--- config.mk ---
export PLATFORM = sky130hd
export DESIGN_NAME = mem_port_arbiter_flat
export DESIGN_NICKNAME = d
export VERILOG_FILES = /design/src/rtl/mem_arb_pkg.sv /design/src/rtl/mem_port_arbiter_if.sv /design/src/rtl/mem_arb_watchdog.sv /design/src/rtl/mem_port_arbiter.sv /design/src/flat_wrapper.sv
export SDC_FILE = /design/constraint.sdc
export NUM_CORES = 1
export LEC_CHECK = 0
export CORE_UTILIZATION = 39
export CTS_CLUSTER_SIZE = 30
export DETAILED_ROUTE_END_ITERATION = 8
export PLACE_DENSITY = 0.78
export RECOVER_POWER = 100
export REMOVE_ABC_BUFFERS = 1
export SETUP_SLACK_MARGIN = 0.02
export SLEW_MARGIN = 20
export SYNTH_ARGS = -nofsm -noshare
export SYNTH_HDL_FRONTEND = slang
export SYNTH_SLANG_ARGS = --single-unit
export TNS_END_PERCENT = 1
--- constraint.sdc ---
create_clock -name clk_i -period 1.6 [get_ports clk_i]
set_input_delay 0.16 -clock clk_i [delete_from_list [all_inputs] [get_ports clk_i]]
set_output_delay 0.16 -clock clk_i [all_outputs]
set_load 0.005 [all_outputs]
--- src/rtl/mem_arb_pkg.sv ---
// mem_arb_pkg: shared state/owner types and default sizes for mem_port_arbiter
package mem_arb_pkg;
    localparam int DEF_ADDR_W        = 32;
    localparam int DEF_DATA_W        = 32;
    localparam int DEF_TIMEOUT_CYC   = 64;
    localparam int DEF_MAX_DM_STREAK = 4;
    typedef enum logic [1:0] {IDLE, BUSY, DONE} state_t;
    typedef enum logic {OWN_IF, OWN_DM} owner_t;
endpackage

--- src/rtl/mem_port_arbiter_if.sv ---
// mem_port_arbiter_if: IF/MEM requester, memory-side and status signals of mem_port_arbiter
interface mem_port_arbiter_if
    import mem_arb_pkg::*;
#(
    parameter int ADDR_W = DEF_ADDR_W,
    parameter int DATA_W = DEF_DATA_W
);
    logic              if_req_i;
    logic [ADDR_W-1:0] if_addr_i;
    logic [DATA_W-1:0] if_rdata_o;
    logic              if_ready_o;
    logic              if_stall_o;
    logic              dm_req_i;
    logic              dm_we_i;
    logic [ADDR_W-1:0] dm_addr_i;
    logic [DATA_W-1:0] dm_wdata_i;
    logic [DATA_W-1:0] dm_rdata_o;
    logic              dm_ready_o;
    logic              dm_stall_o;
    logic              mem_req_o;
    logic              mem_we_o;
    logic [ADDR_W-1:0] mem_addr_o;
    logic [DATA_W-1:0] mem_wdata_o;
    logic [DATA_W-1:0] mem_rdata_i;
    logic              mem_ack_i;
    logic              err_o;
    modport slave (
        input  if_req_i, if_addr_i, dm_req_i, dm_we_i, dm_addr_i, dm_wdata_i, mem_rdata_i, mem_ack_i,
        output if_rdata_o, if_ready_o, if_stall_o, dm_rdata_o, dm_ready_o, dm_stall_o,
               mem_req_o, mem_we_o, mem_addr_o, mem_wdata_o, err_o
    );
    modport master (
        output if_req_i, if_addr_i, dm_req_i, dm_we_i, dm_addr_i, dm_wdata_i, mem_rdata_i, mem_ack_i,
        input  if_rdata_o, if_ready_o, if_stall_o, dm_rdata_o, dm_ready_o, dm_stall_o,
               mem_req_o, mem_we_o, mem_addr_o, mem_wdata_o, err_o
    );
endinterface

--- src/rtl/mem_arb_watchdog.sv ---
// mem_arb_watchdog: saturating access timer; expire_o marks the TIMEOUT_CYC-th enabled cycle
module mem_arb_watchdog #(
    parameter int TIMEOUT_CYC = 64
) (
    input  logic clk_i,
    input  logic rst_i,
    input  logic clr_i,
    input  logic en_i,
    output logic expire_o
);
    localparam int CW = $clog2(TIMEOUT_CYC);
    localparam logic [CW-1:0] LAST = CW'(TIMEOUT_CYC - 1);
    logic [CW-1:0] cnt_q, cnt_d;
    always_comb cnt_d = clr_i ? '0 : (en_i && cnt_q != LAST) ? cnt_q + 1'b1 : cnt_q;
    always_ff @(posedge clk_i or negedge rst_i) begin
        if (!rst_i) cnt_q <= '0;
        else        cnt_q <= cnt_d;
    end
    assign expire_o = en_i & (cnt_q == LAST);
endmodule

--- src/rtl/mem_port_arbiter.sv ---
// mem_port_arbiter: one single-port memory shared by IF and MEM, DM-first, watchdog per access.
// Define ARB_FAIR_EN to hand IF the grant after MAX_DM_STREAK DM grants made while IF waited.
module mem_port_arbiter
    import mem_arb_pkg::*;
#(
    parameter int ADDR_W        = DEF_ADDR_W,
    parameter int DATA_W        = DEF_DATA_W,
    parameter int TIMEOUT_CYC   = DEF_TIMEOUT_CYC,
    parameter int MAX_DM_STREAK = DEF_MAX_DM_STREAK
) (
    input logic               clk_i,
    input logic               rst_i,
    mem_port_arbiter_if.slave bus
);
    state_t            state_q;
    owner_t            owner_q;
    logic              mem_req_q, mem_we_q, if_ready_q, dm_ready_q, err_q;
    logic [ADDR_W-1:0] mem_addr_q;
    logic [DATA_W-1:0] mem_wdata_q, if_rdata_q, dm_rdata_q, rdata_d;
    logic              any_req, grant_dm, expire, fin;

    assign any_req = bus.if_req_i | bus.dm_req_i;
    assign fin     = bus.mem_ack_i | expire;
    assign rdata_d = bus.mem_ack_i ? bus.mem_rdata_i : '0;

`ifdef ARB_FAIR_EN
    localparam int STREAK_W = $clog2(MAX_DM_STREAK + 1);
    logic [STREAK_W-1:0] streak_q;
    always_comb grant_dm = bus.dm_req_i & ~(bus.if_req_i & (streak_q == STREAK_W'(MAX_DM_STREAK)));
    always_ff @(posedge clk_i or negedge rst_i) begin
        if (!rst_i)                         streak_q <= '0;
        else if (state_q == IDLE && any_req) streak_q <= !grant_dm ? '0 : bus.if_req_i ? streak_q + 1'b1 : streak_q;
    end
`else
    always_comb grant_dm = bus.dm_req_i;
`endif

    mem_arb_watchdog #(.TIMEOUT_CYC(TIMEOUT_CYC)) u_wd (
        .clk_i   (clk_i),
        .rst_i   (rst_i),
        .clr_i   (state_q != BUSY),
        .en_i    (state_q == BUSY),
        .expire_o(expire)
    );

    always_ff @(posedge clk_i or negedge rst_i) begin
        if (!rst_i) begin
            state_q     <= IDLE;
            owner_q     <= OWN_IF;
            mem_req_q   <= 1'b0;
            mem_we_q    <= 1'b0;
            mem_addr_q  <= '0;
            mem_wdata_q <= '0;
            if_rdata_q  <= '0;
            dm_rdata_q  <= '0;
            if_ready_q  <= 1'b0;
            dm_ready_q  <= 1'b0;
            err_q       <= 1'b0;
        end else begin
            if_ready_q <= 1'b0;
            dm_ready_q <= 1'b0;
            case (state_q)
                IDLE: if (any_req) begin
                    state_q     <= BUSY;
                    owner_q     <= grant_dm ? OWN_DM : OWN_IF;
                    mem_req_q   <= 1'b1;
                    mem_we_q    <= grant_dm & bus.dm_we_i;
                    mem_addr_q  <= grant_dm ? bus.dm_addr_i : bus.if_addr_i;
                    mem_wdata_q <= grant_dm ? bus.dm_wdata_i : '0;
                end
                BUSY: if (fin) begin
                    state_q   <= DONE;
                    mem_req_q <= 1'b0;
                    mem_we_q  <= 1'b0;
                    err_q     <= err_q | ~bus.mem_ack_i;
                    if (owner_q == OWN_DM) begin
                        dm_rdata_q <= rdata_d;
                        dm_ready_q <= 1'b1;
                    end else begin
                        if_rdata_q <= rdata_d;
                        if_ready_q <= 1'b1;
                    end
                end
                default: state_q <= IDLE;
            endcase
        end
    end

    assign bus.mem_req_o   = mem_req_q;
    assign bus.mem_we_o    = mem_we_q;
    assign bus.mem_addr_o  = mem_addr_q;
    assign bus.mem_wdata_o = mem_wdata_q;
    assign bus.if_rdata_o  = if_rdata_q;
    assign bus.dm_rdata_o  = dm_rdata_q;
    assign bus.if_ready_o  = if_ready_q;
    assign bus.dm_ready_o  = dm_ready_q;
    assign bus.if_stall_o  = bus.if_req_i & ~if_ready_q;
    assign bus.dm_stall_o  = bus.dm_req_i & ~dm_ready_q;
    assign bus.err_o       = err_q;
endmodule

--- src/flat_wrapper.sv ---
// flat-port wrapper written by rule: the top's interface ports become plain ports
module mem_port_arbiter_flat import mem_arb_pkg::*;
#(
    parameter int ADDR_W        = DEF_ADDR_W,
    parameter int DATA_W        = DEF_DATA_W,
    parameter int TIMEOUT_CYC   = DEF_TIMEOUT_CYC,
    parameter int MAX_DM_STREAK = DEF_MAX_DM_STREAK
)
  (clk_i, rst_i, bus_if_req_i, bus_if_addr_i, bus_dm_req_i, bus_dm_we_i, bus_dm_addr_i, bus_dm_wdata_i, bus_mem_rdata_i, bus_mem_ack_i, bus_if_rdata_o, bus_if_ready_o, bus_if_stall_o, bus_dm_rdata_o, bus_dm_ready_o, bus_dm_stall_o, bus_mem_req_o, bus_mem_we_o, bus_mem_addr_o, bus_mem_wdata_o, bus_err_o);
  mem_port_arbiter_if #(.ADDR_W(ADDR_W), .DATA_W(DATA_W)) bus_i ();
  input logic clk_i;
  input logic rst_i;
  input wire logic [$bits(bus_i.if_req_i)-1:0] bus_if_req_i;
  input wire logic [$bits(bus_i.if_addr_i)-1:0] bus_if_addr_i;
  input wire logic [$bits(bus_i.dm_req_i)-1:0] bus_dm_req_i;
  input wire logic [$bits(bus_i.dm_we_i)-1:0] bus_dm_we_i;
  input wire logic [$bits(bus_i.dm_addr_i)-1:0] bus_dm_addr_i;
  input wire logic [$bits(bus_i.dm_wdata_i)-1:0] bus_dm_wdata_i;
  input wire logic [$bits(bus_i.mem_rdata_i)-1:0] bus_mem_rdata_i;
  input wire logic [$bits(bus_i.mem_ack_i)-1:0] bus_mem_ack_i;
  output wire logic [$bits(bus_i.if_rdata_o)-1:0] bus_if_rdata_o;
  output wire logic [$bits(bus_i.if_ready_o)-1:0] bus_if_ready_o;
  output wire logic [$bits(bus_i.if_stall_o)-1:0] bus_if_stall_o;
  output wire logic [$bits(bus_i.dm_rdata_o)-1:0] bus_dm_rdata_o;
  output wire logic [$bits(bus_i.dm_ready_o)-1:0] bus_dm_ready_o;
  output wire logic [$bits(bus_i.dm_stall_o)-1:0] bus_dm_stall_o;
  output wire logic [$bits(bus_i.mem_req_o)-1:0] bus_mem_req_o;
  output wire logic [$bits(bus_i.mem_we_o)-1:0] bus_mem_we_o;
  output wire logic [$bits(bus_i.mem_addr_o)-1:0] bus_mem_addr_o;
  output wire logic [$bits(bus_i.mem_wdata_o)-1:0] bus_mem_wdata_o;
  output wire logic [$bits(bus_i.err_o)-1:0] bus_err_o;
  assign bus_i.if_req_i = bus_if_req_i;
  assign bus_i.if_addr_i = bus_if_addr_i;
  assign bus_i.dm_req_i = bus_dm_req_i;
  assign bus_i.dm_we_i = bus_dm_we_i;
  assign bus_i.dm_addr_i = bus_dm_addr_i;
  assign bus_i.dm_wdata_i = bus_dm_wdata_i;
  assign bus_i.mem_rdata_i = bus_mem_rdata_i;
  assign bus_i.mem_ack_i = bus_mem_ack_i;
  assign bus_if_rdata_o = bus_i.if_rdata_o;
  assign bus_if_ready_o = bus_i.if_ready_o;
  assign bus_if_stall_o = bus_i.if_stall_o;
  assign bus_dm_rdata_o = bus_i.dm_rdata_o;
  assign bus_dm_ready_o = bus_i.dm_ready_o;
  assign bus_dm_stall_o = bus_i.dm_stall_o;
  assign bus_mem_req_o = bus_i.mem_req_o;
  assign bus_mem_we_o = bus_i.mem_we_o;
  assign bus_mem_addr_o = bus_i.mem_addr_o;
  assign bus_mem_wdata_o = bus_i.mem_wdata_o;
  assign bus_err_o = bus_i.err_o;
  mem_port_arbiter #(.ADDR_W(ADDR_W), .DATA_W(DATA_W), .TIMEOUT_CYC(TIMEOUT_CYC), .MAX_DM_STREAK(MAX_DM_STREAK)) u_core (.clk_i(clk_i), .rst_i(rst_i), .bus(bus_i));
endmodule
==> run_results.csv <==
group,metric,value,unit
yosys,yosysUniqueCellTypes,39,
timing,timing.final.crit_share,0.9763,
clocking,tritoncts,"done",
worst_setup_path,timing.critical_path.required,1.44,ns
yosys,yosysSeqAreaShare,0.5669,
floorplan,core.rowCount,45,
worst_setup_path,worstPathArrival,1.40,ns
worst_setup_path,number_of_buffers_and_inverters_on_the_critical_path,1,
power_and_ir_drop,power.leakage,4.114,nW
placed_design,dpl_worst_slack,-0.06485,ns
yosys,avg_inst_size_synth,11.94,um2
clocking,path_clk_slew,0.05,ns
timing,max_slew.worst_pin.slew,0.9097,ns
outcome,run_status,"complete, no violations",
timing,slew_violations,0,
power_and_ir_drop,ir_drop,1.076,mV
route,wirelength,19490,um
timing,fin_ws,0.03789,ns
grt,grt_max_degree,60,
yosys,yosys_warnings,0,
clocking,cts_htree_levels,4,
finish,fillers,1159,
route,route.detailed.drc,0,
clocking,cts_buffers,17,
yosys,dominant_cell_by_count_in_the_synthesized_netlist,"dfrtp_1",
worst_setup_path,end_kind,"output pin",
yosys,top_post_synthesis_cells_by_area,"dfrtp_1 (57%), mux2_2 (11%), a22oi_1 (6.5%)",
yosys,synth_cells,525,
yosys,synth.top_cells.by_count,"dfrtp_1 (142), nand2_1 (65), mux2_2 (64)",
timing,timing.final.setup_violations,0,
floorplan,die_y,128.8,um
route,detail_route.vias_per_cell,5.456,
yosys,yosys.area.top_type,"dfrtp_1",
yosys,synth_flop_cell,"dfrtp_1",
finish,area_delta_synth_final,58.78,%
yosys,async_reset_ff_frac,1.000,
route,drt_first_pass_iters,5,
yosys,synth.cell_area,0.006269,mm2
clocking,root_buffer,"clkbuf_16",
floorplan,initial_core_utilization,0.4063,
finish,antenna-diode-count,0,
timing,maxClockFrequency,0.6402,GHz
grt,grt_pass1_wl,29940,um
worst_setup_path,crit_fanout,3,
clocking,clock_latency,0.41,ns
finish,design.final.nets,928,
floorplan,core,0.01543,mm2
yosys,yosys_register_bits,142,
route,avgRoutedWirePerCell,19.24,um
run,maxCapViolCount,0,
route,ant_nets,0,
power_and_ir_drop,power.density,1764,mW/mm2
timing,grt_setup_unrepaired,"false",
grt,overflow,0,
floorplan,io-pin-count,269,
worst_setup_path,worstSetupPathType,"flip-flop to output pin",
hold_path,worstHoldPathType,"input port to flip-flop",
timing,report.final.hold_viol_count,0,
worst_setup_path,cp_max_stage_cell,"dlygate4sd3_1",
yosys,netlist.area_leader.share,0.5669,
yosys,synth-edff-count,0,
placed_design,io_buffers,268,
clocking,clkSinkCount,142,
floorplan,die-area,0.01658,mm2
floorplan,die_width,128.8,um
timing,slew_headroom,0.3935,
worst_setup_path,critPathMaxStageDelay,0.60,ns
grt,grt_pass1_vias,5641,
finish,drive_above_1_share,0.1746,
clocking,max-clock-path-buffers,2,
grt,grt_antenna_before_repair,0,
placed_design,routability_cong,0.7971,
timing,fin_setup_tns,0,ns
placed_design,place_hpwl,13620,um
timing,finalWorstPathRequiredPeriod,1.562,ns
worst_setup_path,cp_top_family,"buffers and inverters",
worst_setup_path,start_kind,"flip-flop",
worst_setup_path,crit_chain,"dlygate4sd3_1",
grt,gr-usage-all-layers,0.2367,
timing,clock-skew-final,0.007997,ns
route,num_vias,5527,
route,first_iter_violations,376,
## metrics by stage
step / power (W) / util / hold slack (ns) / std cells / cell area [um2]
finish: 0.01756 / 0.6452 / 0.3389 / 1013 / 9953
global route: 0.01859 / 0.6452 / 0.3283 / 1013 / 9953
CTS: 0.01811 / 0.6452 / 0.1218 / 1011 / 9953
detailed placement: 0.01396 / 0.6054 / -0.006323 / 982 / 9340
global placement: 0.01366 / 0.6054 / -0.008021 / 982 / 9340
floorplan: 0.009230 / - / -0.1356 / 477 / 6031
## flip-flops by register name, summed over array words and instances (netlist names), 2 cells and up
| register | cells |
|---|---|
| u_core.u_wd.cnt_q | 6 |
| u_core.bus.mem_addr_o | 32 |
| u_core.bus.dm_rdata_o | 32 |
| u_core.bus.if_rdata_o | 32 |
| u_core.state_q | 2 |
| u_core.bus.mem_wdata_o | 32 |
## timing repair
action                     CTS  global route
setup endpoints to repair   20            96
resized for setup            3             4
hold buffers                 1             0
buffers inserted             0             2
hold endpoints to repair   142             0
## routing by layer
layer	global-route usage	vias to the layer above	share of wire
met5	0	-	0
met4	0.1149	0	0.028
met3	0.05572	49	0.068
met2	0.3994	266	0.52
met1	0.2850	2730	0.39
li1	-	2482	-
## cell type report
cell class              count  area, um2  area share
repair buffers            297       2999      0.3013
multi-input cells         331       2517      0.2529
clock buffers              22      494.2     0.04965
flip-flops and latches    142       3555      0.3571
inverters                   4      15.01    0.001508
clock inverters             6      108.9     0.01094
well taps                 211      264.0     0.02652
## where the power goes
part           internal (W)  switching, W  total, W  leakage [nW]
clock network       0.00262       0.00142   0.00404         0.300
registers           0.00511       0.00105   0.00616          1.60
logic               0.00453       0.00283   0.00736          2.21
## tightest hold or removal path: stages
cell and delay [ns]:
buf_2 0.21, and2_1 0.19, a21o_1 0.14
## layout by cell type (no fill, tap or decap), drive strengths merged, types with 2 or more instances in the layout
cell type	Yosys	final
a22o	32	32
nor2	3	3
inv	4	4
clkbuf	24	27
bufinv	0	3
a21oi	2	2
dlygate4sd3	0	66
nand2	65	65
o21ai	39	39
clkdlybuf4s50	0	199
nor2b	3	3
dlygate4sd2	0	2
o211ai	33	33
a21o	2	2
a31oi	2	2
and3	2	2
a22oi	64	64
dfrtp	142	142
clkinv	0	3
mux2	64	64
nand3	3	3
buf	24	25
## final timing paths
path                                                   to  cells past startpoint  slack [ns]                startpoint
worst max-delay path                    bus_dm_rdata_o[2]                      1        0.04  u_core.bus.dm_rdata_o[2]
max in group asynchronous        u_core.bus.dm_rdata_o[3]                      3        0.20                     rst_i
worst max register to register  u_core.bus.if_rdata_o[20]                      4        0.10         u_core.state_q[1]
min in group asynchronous       u_core.bus.if_rdata_o[21]                      2        0.40                     rst_i
worst min-delay path                       u_core.owner_q                      3        0.34              bus_dm_req_i
worst min register to register           u_core.bus.err_o                      1        0.46          u_core.bus.err_o
## kinds of logic (layout without fill, tap and decap cells)
| group | Yosys count | in the layout | synth area share |
|---|---|---|---|
| AOI/OAI and AO/OA | 178 | 178 | 0.2118 |
| DFF | 142 | 142 | 0.5669 |
| and+or+nand+nor | 87 | 87 | 0.06248 |
| muxes | 65 | 65 | 0.1166 |
| buffers and inverters | 52 | 329 | 0.04032 |
| adders and majority gates | 1 | 1 | 0.001996 |
Note: power is estimated with default switching activity, not from simulation.
